[src/rtl/mdu_pkg.sv]
`default_nettype none
// ============================================================================
// Module      : mdu_pkg
// Description : Shared definitions for the multiply/divide unit: operation
//               encodings, FSM state type, iteration count and data width.
//               Build option: MDU_FAST_MULT_EN (consumed by mul_div_unit).
// Revision    : 1.0 - initial release
// ============================================================================
package mdu_pkg;

    localparam int XLEN       = 32;
    localparam int ITER_COUNT = 32;

    localparam logic [2:0] OP_MULT  = 3'b000;
    localparam logic [2:0] OP_MULTU = 3'b001;
    localparam logic [2:0] OP_DIV   = 3'b010;
    localparam logic [2:0] OP_DIVU  = 3'b011;
    localparam logic [2:0] OP_MTHI  = 3'b100;
    localparam logic [2:0] OP_MTLO  = 3'b101;

    typedef enum logic [0:0] {
        IDLE = 1'b0,
        RUN  = 1'b1
    } state_t;

    // Signed variants treat both operands as two's complement.
    function automatic logic op_is_signed(input logic [2:0] code);
        return (code == OP_MULT) || (code == OP_DIV);
    endfunction

endpackage
`default_nettype wire

[src/rtl/mdu_divider.sv]
`default_nettype none
// ============================================================================
// Module      : mdu_divider
// Description : Unsigned 32/32 restoring divider core, one quotient bit per
//               step. The next-step quotient/remainder are exported
//               combinationally so the caller can capture the final result on
//               the same edge as the last step.
// Ports       : clk, rst (async, active-low), load (capture operands),
//               step (advance one iteration), dividend, divisor,
//               quo_next / rem_next (result of the current step)
// Revision    : 1.0 - initial release
// ============================================================================
module mdu_divider
    import mdu_pkg::*;
(
    input  logic            clk,
    input  logic            rst,
    input  logic            load,
    input  logic            step,
    input  logic [XLEN-1:0] dividend,
    input  logic [XLEN-1:0] divisor,
    output logic [XLEN-1:0] quo_next,
    output logic [XLEN-1:0] rem_next
);

    logic [XLEN-1:0] r_rem;
    logic [XLEN-1:0] r_quo;
    logic [XLEN-1:0] r_dvs;
    logic [XLEN:0]   w_shift;
    logic [XLEN:0]   w_diff;
    logic            w_fits;

    // Shift the next dividend bit into the partial remainder and trial-
    // subtract. The partial remainder stays below the divisor, so the shifted
    // value fits 33 bits and bit 32 of the difference is a clean borrow flag.
    // A zero divisor always "fits": quotient all ones, remainder = dividend.
    always_comb begin
        w_shift  = {r_rem, r_quo[XLEN-1]};
        w_diff   = w_shift - {1'b0, r_dvs};
        w_fits   = ~w_diff[XLEN];
        rem_next = w_fits ? w_diff[XLEN-1:0] : w_shift[XLEN-1:0];
        quo_next = {r_quo[XLEN-2:0], w_fits};
    end

    always_ff @(posedge clk or negedge rst) begin
        if (!rst) begin
            r_rem <= '0;
            r_quo <= '0;
            r_dvs <= '0;
        end else if (load) begin
            r_rem <= '0;
            r_quo <= dividend;
            r_dvs <= divisor;
        end else if (step) begin
            r_rem <= rem_next;
            r_quo <= quo_next;
        end
    end

endmodule
`default_nettype wire

[src/rtl/mul_div_unit.sv]
`default_nettype none
// ============================================================================
// Module      : mul_div_unit
// Description : HI/LO multiply/divide unit. 32-iteration shift-add multiply
//               and restoring divide on operand magnitudes, sign fix-up at
//               write-back, MTHI/MTLO single-cycle moves.
//               Build option MDU_FAST_MULT_EN: MULT/MULTU complete on the
//               accept edge without entering RUN.
// Ports       : clk, rst (async, active-low), opA/opB (operands), start,
//               op (operation code), busy, done (1-cycle completion pulse),
//               hi, lo (result registers)
// Revision    : 1.0 - initial release
// ============================================================================
module mul_div_unit
    import mdu_pkg::*;
(
    input  logic        clk,
    input  logic        rst,
    input  logic [31:0] opA,
    input  logic [31:0] opB,
    input  logic        start,
    input  logic [2:0]  op,
    output logic        busy,
    output logic        done,
    output logic [31:0] hi,
    output logic [31:0] lo
);

    state_t          r_state;
    state_t          w_state_next;
    logic [4:0]      r_count;
    logic            r_done;
    logic [XLEN-1:0] r_hi;
    logic [XLEN-1:0] r_lo;

    logic            r_is_div;
    logic            r_neg_p;
    logic            r_neg_q;
    logic            r_neg_r;
    logic            r_div0;
    logic [XLEN-1:0] r_opa;
    logic [63:0]     r_prod;
    logic [XLEN-1:0] r_mcand;

    logic            w_accept;
    logic            w_is_long;
    logic            w_last;
    logic            w_a_neg;
    logic            w_b_neg;
    logic [XLEN-1:0] w_a_mag;
    logic [XLEN-1:0] w_b_mag;
    logic [XLEN:0]   w_msum;
    logic [63:0]     w_prod_next;
    logic [63:0]     w_prod_fin;
    logic [XLEN-1:0] w_div_q;
    logic [XLEN-1:0] w_div_r;
    logic [XLEN-1:0] w_quo_fin;
    logic [XLEN-1:0] w_rem_fin;

    // ---------------------------------------------------------------- FSM
    always_ff @(posedge clk or negedge rst) begin
        if (!rst) begin
            r_state <= IDLE;
        end else begin
            r_state <= w_state_next;
        end
    end

    always_comb begin
        w_state_next = r_state;
        w_accept     = 1'b0;
        w_last       = 1'b0;
        busy         = 1'b0;
`ifdef MDU_FAST_MULT_EN
        w_is_long    = (op == OP_DIV) || (op == OP_DIVU);
`else
        w_is_long    = (op == OP_MULT) || (op == OP_MULTU) ||
                       (op == OP_DIV)  || (op == OP_DIVU);
`endif
        case (r_state)
            IDLE: begin
                w_accept = start;
                if (start && w_is_long) begin
                    w_state_next = RUN;
                end
            end
            RUN: begin
                busy   = 1'b1;
                w_last = (r_count == 5'(ITER_COUNT - 1));
                if (w_last) begin
                    w_state_next = IDLE;
                end
            end
            default: w_state_next = IDLE;
        endcase
    end

    // ------------------------------------------------------ operand prep
    always_comb begin
        w_a_neg = op_is_signed(op) & opA[31];
        w_b_neg = op_is_signed(op) & opB[31];
        w_a_mag = w_a_neg ? (32'd0 - opA) : opA;
        w_b_mag = w_b_neg ? (32'd0 - opB) : opB;
    end

    // --------------------------------------------------- multiply step
    // r_prod holds {partial product, remaining multiplier bits}; each step
    // conditionally adds the multiplicand to the upper half and shifts right.
    always_comb begin
        w_msum      = {1'b0, r_prod[63:32]} + (r_prod[0] ? {1'b0, r_mcand} : 33'd0);
        w_prod_next = {w_msum, r_prod[31:1]};
        w_prod_fin  = r_neg_p ? (64'd0 - w_prod_next) : w_prod_next;
    end

    // ----------------------------------------------------- divide core
    mdu_divider u_divider (
        .clk      (clk),
        .rst      (rst),
        .load     (w_accept && ((op == OP_DIV) || (op == OP_DIVU))),
        .step     (busy && r_is_div),
        .dividend (w_a_mag),
        .divisor  (w_b_mag),
        .quo_next (w_div_q),
        .rem_next (w_div_r)
    );

    // Quotient truncates toward zero; remainder follows the dividend's sign.
    always_comb begin
        w_quo_fin = r_neg_q ? (32'd0 - w_div_q) : w_div_q;
        w_rem_fin = r_neg_r ? (32'd0 - w_div_r) : w_div_r;
    end

`ifdef MDU_FAST_MULT_EN
    logic [63:0] w_ext_a;
    logic [63:0] w_ext_b;
    logic [63:0] w_fast_prod;

    // Truncating a 64x64 product of properly extended operands yields the
    // correct signed or unsigned 64-bit result.
    always_comb begin
        w_ext_a     = op_is_signed(op) ? {{32{opA[31]}}, opA} : {32'd0, opA};
        w_ext_b     = op_is_signed(op) ? {{32{opB[31]}}, opB} : {32'd0, opB};
        w_fast_prod = w_ext_a * w_ext_b;
    end
`endif

    // ------------------------------------------------------- datapath
    always_ff @(posedge clk or negedge rst) begin
        if (!rst) begin
            r_count  <= '0;
            r_done   <= 1'b0;
            r_hi     <= '0;
            r_lo     <= '0;
            r_is_div <= 1'b0;
            r_neg_p  <= 1'b0;
            r_neg_q  <= 1'b0;
            r_neg_r  <= 1'b0;
            r_div0   <= 1'b0;
            r_opa    <= '0;
            r_prod   <= '0;
            r_mcand  <= '0;
        end else begin
            r_done <= 1'b0;
            if (w_accept) begin
                case (op)
                    OP_MTHI: begin
                        r_hi   <= opA;
                        r_done <= 1'b1;
                    end
                    OP_MTLO: begin
                        r_lo   <= opA;
                        r_done <= 1'b1;
                    end
                    OP_MULT, OP_MULTU: begin
`ifdef MDU_FAST_MULT_EN
                        r_hi   <= w_fast_prod[63:32];
                        r_lo   <= w_fast_prod[31:0];
                        r_done <= 1'b1;
`else
                        r_is_div <= 1'b0;
                        r_count  <= '0;
                        r_prod   <= {32'd0, w_b_mag};
                        r_mcand  <= w_a_mag;
                        r_neg_p  <= w_a_neg ^ w_b_neg;
`endif
                    end
                    OP_DIV, OP_DIVU: begin
                        r_is_div <= 1'b1;
                        r_count  <= '0;
                        r_neg_q  <= w_a_neg ^ w_b_neg;
                        r_neg_r  <= w_a_neg;
                        r_div0   <= (opB == 32'd0);
                        r_opa    <= opA;
                    end
                    default: ;
                endcase
            end
            if (busy) begin
                r_count <= r_count + 5'd1;
                r_prod  <= w_prod_next;
                if (w_last) begin
                    r_done <= 1'b1;
                    if (!r_is_div) begin
                        r_hi <= w_prod_fin[63:32];
                        r_lo <= w_prod_fin[31:0];
                    end else if (r_div0) begin
                        // Divide by zero bypasses sign fix-up entirely.
                        r_hi <= r_opa;
                        r_lo <= 32'hFFFF_FFFF;
                    end else begin
                        r_hi <= w_rem_fin;
                        r_lo <= w_quo_fin;
                    end
                end
            end
        end
    end

    always_comb begin
        done = r_done;
        hi   = r_hi;
        lo   = r_lo;
    end

endmodule
`default_nettype wire

[config.mk]
export PLATFORM = sky130hd
export DESIGN_NAME = mul_div_unit
export DESIGN_NICKNAME = d
export VERILOG_FILES = /design/src/rtl/mdu_pkg.sv /design/src/rtl/mdu_divider.sv /design/src/rtl/mul_div_unit.sv
export SDC_FILE = /design/constraint.sdc
export NUM_CORES = 1
export LEC_CHECK = 0
export ABC_CLOCK_PERIOD_IN_PS = 7600
export BUFFER_PORTS_ARGS = -buffer_cell sky130_fd_sc_hd__buf_4
export CAP_MARGIN = 10
export CORE_UTILIZATION = 35
export CTS_CLUSTER_SIZE = 25
export DETAILED_ROUTE_END_ITERATION = 7
export GPL_TIMING_DRIVEN = 0
export PLACE_DENSITY = 0.56
export SKIP_CTS_REPAIR_TIMING = 1
export SLEW_MARGIN = 30
export SYNTH_ARGS = -nofsm -noshare
export SYNTH_HDL_FRONTEND = slang
export SYNTH_SLANG_ARGS = --single-unit
[constraint.sdc]
create_clock -name clk -period 7.6 [get_ports clk]
set_input_delay 0.76 -clock clk [delete_from_list [all_inputs] [get_ports clk]]
set_output_delay 0.76 -clock clk [all_outputs]
set_load 0.01 [all_outputs]
==> reports/qor.yml, run 1 <==
antenna_found_initial: 2
place_congestion: 0.986
portBuffers: 128
final_cell_mix: "430 x nand2_1, 320 x o21ai_0, 300 x dfrtp_1"
syn_nets: 2879
drc: 0
power_density_mw_per_mm2: 535
crit_path_start_kind: "flop"
synth-seq-cells: 300
async_flop_share_pct: 100
grt_max_degree: 85
critPathMaxFanout: 10
outcome: "finished, final reports clean"
rsz0062_at_grt: "no"
clock.fmax_mhz: 149
fin_util_pct: 41.2
drv_slew: 0
r2r_setup_slack_ps: 900
period_share_pct: 88.2
finalClockSkew_ps: 40.5
yosysWarnings: 0
start_util_pct: 35.7
cp-end-kind: "flop"
clkSlewWorstSetupHoldPaths_ps: 60
drv_cap: 0
hp-class: "input port to async pin"
placementRows: 91
synth_cell_type_count: 99
die_height_microns: 254
grt_util_all_layers_pct: 30.6
wl_microns: 99400
netlist_area_sq_mm: 0.0222
layout_commonest_cell: "nand2_1"
setup_tns_ps: 0
cts_made_buffers: 39
p_leak_nw: 10.9
required_ps: 8120
grt_pass1_wl_microns: 145000
syn2layout_area_growth_pct: 15.4
overflow: 0
via_count: 22890
synth-edff-count: 0
postLayoutCellArea_sq_mm: 0.0256
ys.flop_type: "dfrtp_1"
ant_nets: 0
ff_latch_area_sq_mm: 0.00751
syn_inst: 2736
cts-root-buf: "clkbuf_16"
avgSynthCellArea_sq_um: 8.11
grt_pass1_vias: 21785
insertion_delay_ps: 590
dpl.hpwl_microns: 78900
cts_buffer_depth: 3
drt_iter0_markers: 2350
nNetsFinal: 3051
num_io_pins: 136
core-area_sq_mm: 0.0622
timing.slew.headroom_pct: 35.1
critPathArrivalTime_ps: 7220
place_area_sq_mm: 0.0243
ir_drop_uv: 188
wl_per_cell_microns: 26.3
cts_max_level: 2
setup_viol: 0
first_pass_iters: 5
tightest_slew_ps: 966
cts_tree: "yes"
die-area_sq_mm: 0.0644
finalHoldViolCount: 0
fp.dieW_microns: 254
post-route-min-period_ps: 6700
cts_sinks: 300
vias_per_cell: 6.06
seq_area_frac_synth_pct: 33.9
worstSetupPathType: "flop to flop"
post_route_cells_drive_above_1_share_pct: 9.84
multi_input_area_sq_mm: 0.0137
fillers: 6463
per-layer routing:
layer / vias to the layer above / routed length, microns / GRT usage, %
met5: - / 0 / 0
met4: 0 / 4160 / 12.1
li1: 10243 / - / -
met1: 11393 / 42700 / 41.5
met3: 198 / 7730 / 5.26
met2: 1056 / 44800 / 48.2
layout make-up:
type / count / area share [%]
Buffer: 190 / 3.10
Timing Repair Buffer: 131 / 4.11
Multi-Input combinational cell: 2184 / 53.4
Clock buffer: 57 / 4.55
Tap cell: 837 / 4.09
Antenna cell: 2 / 0.0196
Sequential cell: 300 / 29.3
Clock inverter: 12 / 0.513
Inverter: 62 / 0.909
final timing paths:
check	startpoint	end	cells after the start
max	u_divider.r_quo[31]	hi[28]	23
min	rst	hi[22]	1
max reg2reg	u_divider.r_quo[31]	hi[28]	23
min reg2reg	r_opa[31]	r_opa[31]	2
max in group asynchronous	rst	r_prod[4]	3
min in group clk	opA[29]	r_opa[29]	3
sequential cells by signal, summed over array words and instances (netlist names):
register / count
r_is_div: 1
u_divider.r_quo: 32
lo: 32
u_divider.r_rem: 32
done: 1
hi: 32
r_opa: 32
r_neg_r: 1
r_mcand: 32
r_neg_q: 1
r_state: 1
r_prod: 64
u_divider.r_dvs: 32
r_neg_p: 1
r_div0: 1
r_count: 5
critical path, cell delays in order (launching register included):
cell	delay, ps
dfrtp_1	430
inv_1	80
ha_1	150
inv_1	50
fa_1	420
a211oi_1	360
o211ai_2	200
nand4_4	170
a2111oi_4	100
nor3_1	520
nor2_1	120
buf_2	250
inv_1	170
buf_2	300
buf_2	320
buf_2	360
nor2_1	70
a21oi_1	270
ha_1	330
o2111ai_2	270
or4_4	590
or4_1	440
mux2i_1	380
a32o_1	220
metrics by stage:
| step | total power, mW | hold slack [ps] | std cells | worst slack [ps] |
|---|---|---|---|---|
| 2_1_floorplan | 8.33 | 440 | 2736 | 2440 |
| 3_3_place_gp | 11.4 | 456 | 3701 | 1080 |
| 3_5_place_dp | 11.5 | 463 | 3704 | 1030 |
| 4_1_cts | 13.5 | 156 | 3773 | 1020 |
| 5_1_grt | 14.4 | 194 | 3773 | 614 |
| 6_report | 13.7 | 151 | 3775 | 898 |
logic make-up (layout without fill, tap and decap cells):
kind of cell | Yosys count | after routing | share of synthesized area (%)
AND/OR/NAND/NOR | 944 | 944 | 20.0
AO/OA/AOI/OAI | 883 | 883 | 25.6
flip-flops | 300 | 300 | 33.9
buffers and inverters | 252 | 452 | 4.63
XOR/XNOR | 206 | 206 | 8.14
multiplexers | 78 | 78 | 3.58
adder cells (fa/ha/maj) | 73 | 73 | 4.19
other | 0 | 2 | 0
cells in the mapped netlist, types with 17 or more instances:
cell      instances  share of area [%]
nand2_1         430                7.3
o21ai_0         320                7.2
dfrtp_1         300                 34
a21oi_1         160                3.6
clkbuf_1        151                2.6
nor2_1          148                2.5
xnor2_1         148                5.8
nand3_1          72                1.6
ha_1             71                4.0
mux2i_1          68                3.1
inv_1            62                1.0
xor2_1           58                2.3
and2_1           56                1.6
o31ai_1          51                1.7
nor3_1           46                1.0
o221ai_1         38                1.5
a21o_1           35                1.2
a22oi_1          33                1.1
a211oi_1         27               0.91
nor4_1           27               0.76
a31oi_1          26               0.73
or3_1            24               0.68
nand4_1          22               0.62
o211ai_1         22               0.74
or4_1            22               0.74
and3_1           20               0.56
buf_2            20               0.45
o22ai_1          18               0.51
nand2b_1         17               0.48
power breakdown:
| part | internal [mW] | leakage, nW | switching (mW) |
|---|---|---|---|
| clock network | 1.13 | 0.641 | 0.788 |
| logic | 2.97 | 6.48 | 5.78 |
| registers | 2.32 | 3.76 | 0.718 |
| total | 6.42 | 10.9 | 7.28 |
No activity file was read; power rests on OpenSTA's default activity.
==> run 2, diff against run 1 <==
PLACE_DENSITY = not set   (was 0.56)
PLACE_DENSITY_LB_ADDON = 0.25   (was not set)
==> run 2 against run 1 <==
Effect of this change: non-clock buffer count is 1 higher; clock skew is 17 ps lower; sequential share of layout area hardly changed; first-iteration DRC count is 13% higher; design area hardly changed; routed wire length is 0.73% higher; count of clock-buffer cells in the layout stayed put; die area stayed put; largest cell class unchanged.
==> reports/qor.yml, run 2 (synthesis results as in run 1) <==
die_height_microns: 254
final_cell_mix: "430 x nand2_1, 320 x o21ai_0, 300 x dfrtp_1"
drc: 0
top_register: "r_prod"
ant_nets: 0
insertion_delay_ps: 580
dpl.hpwl_microns: 79100
clkSlewWorstSetupHoldPaths_ps: 70
syn2layout_area_growth_pct: 15.4
setup_viol: 0
critPathArrivalTime_ps: 7220
grt_pass1_wl_microns: 146000
r2r_setup_slack_ps: 850
tightest_slew_ps: 1060
placementRows: 91
core-area_sq_mm: 0.0622
outcome: "finished, final reports clean"
rsz0062_at_grt: "no"
overflow: 0
grt_pass1_vias: 21690
p_sw_mw: 7.30
p_leak_nw: 10.9
num_io_pins: 136
cts_buffer_depth: 3
hp-class: "input port to async pin"
postLayoutSetupSlackWorst_ps: 849
finalHoldViolCount: 0
power_density_mw_per_mm2: 536
setup_tns_ps: 0
cts_tree: "yes"
swShare_pct: 53.2
die-area_sq_mm: 0.0644
ff_latch_area_sq_mm: 0.00751
multi_input_area_sq_mm: 0.0137
post-route-min-period_ps: 6750
fillers: 6363
clock.fmax_mhz: 148
pwr-share-seq_pct: 22.1
wl_per_cell_microns: 26.6
largest_reg_flops: 64
max_stage_delay_ps: 590
layout_commonest_cell: "nand2_1"
grt_max_degree: 78
internal-power_mw: 6.42
combPwrFrac_pct: 64.1
place_congestion: 0.976
cts-root-buf: "clkbuf_16"
antenna_found_initial: 3
p_total_mw: 13.7
first_pass_iters: 6
portBuffers: 128
nNetsFinal: 3051
timing.slew.headroom_pct: 29.2
drv_cap: 0
cp-end-kind: "flop"
path_cells: "inv_1 -> ha_1 -> inv_1 -> fa_1 -> a211oi_1 -> o211ai_2 -> nand4_4 -> a2111oi_4 -> nor3_1 -> nor2_1 -> buf_2 -> inv_1 -> buf_2 -> buf_2 -> buf_2 -> nor2_1 -> a21oi_1 -> ha_1 -> o2111ai_2 -> or4_4 -> or4_1 -> mux2i_1 -> a32o_1"
ir_drop_uv: 195
required_ps: 8070
via_count: 22997
cts_made_buffers: 38
vias_per_cell: 6.10
post-place-ws_ps: 1020
period_share_pct: 88.8
cp_common_cell: "buf_2"
grt_util_all_layers_pct: 30.7
finalClockSkew_ps: 23.0
cts_max_level: 2
worstSetupPathType: "flop to flop"
wl_microns: 100000
slowest_stage: "or4_4"
post_route_cells_drive_above_1_share_pct: 9.68
drt_iter0_markers: 2660
critPathMaxFanout: 10
cts_sinks: 300
crit_path_start_kind: "flop"
fp.dieW_microns: 254
clock_power_share_pct: 13.8
drv_slew: 0
start_util_pct: 35.7
[run 2: cell types whose count changed in the layout (fill, tap and decap cells not counted)]
cell / delta
clkbuf_1: +3
clkbuf_8: -2
clkinv_2: -2
a311oi_1: +1
a311oi_2: -1
buf_16: +1
bufinv_16: +1
clkbuf_16: -1
clkinv_4: -1
clkinv_8: -1
diode_2: -1
inv_6: +1
[run 2: power groups by stage]
stage | sequential [mW] | combinational, mW | clock [mW]
6_report | 3.03 | 8.79 | 1.90
5_1_grt | 3.08 | 9.34 | 1.96
4_1_cts | 3.00 | 8.55 | 1.91
3_5_place_dp | 3.02 | 8.51 | 0
3_3_place_gp | 2.99 | 8.41 | 0
2_1_floorplan | 2.82 | 5.51 | 0
[run 2: cell type report]
type                       instances  area share [%]
inverter                          62           0.910
timing repair buffer             132            4.22
sequential                       300            29.3
multi-input combinational       2184            53.4
clock buffer                      57            4.39
tap                              837            4.09
antenna                            1         0.00978
clock inverter                    10           0.528
buffer                           190            3.10
[run 2: path summary, 6_finish.rpt]
check,from,endpoint,depth (start not counted)
min reg2reg,r_opa[14],r_opa[14],2
max in group asynchronous,rst,r_count[3],4
min,rst,r_opa[25],1
min in group clk,opA[17],r_opa[17],3
max,u_divider.r_quo[31],hi[28],23
max reg2reg,u_divider.r_quo[31],hi[28],23
[run 2: metal layers]
layer	vias up	track usage [%]	part of all wire, %
li1	10244	-	-
met1	11463	42.0	43
met2	1104	48.9	45
met3	184	4.59	8.1
met4	2	11.4	3.8
met5	-	0	0.013
[run 2: metrics by stage]
stage | hold slack (ps) | instance area, sq um | cells | util, %
2_1_floorplan | 440 | 22200 | 2736 | -
3_3_place_gp | 457 | 24200 | 3701 | 38.9
3_5_place_dp | 459 | 24300 | 3705 | 39.1
4_1_cts | 70.8 | 25600 | 3772 | 41.1
5_1_grt | 96.6 | 25600 | 3772 | 41.1
6_report | 68.5 | 25600 | 3773 | 41.1
[run 2: worst max-delay path: cells and delay by family, from the launching register on]
kind                       cells  cell delay [ps]
and+or+nand+nor                6             1930
buffers and inverters          7             1590
AOI/OAI and AO/OA              6             1540
adders and majority gates      3              890
DFF                            1              460
muxes                          1              200
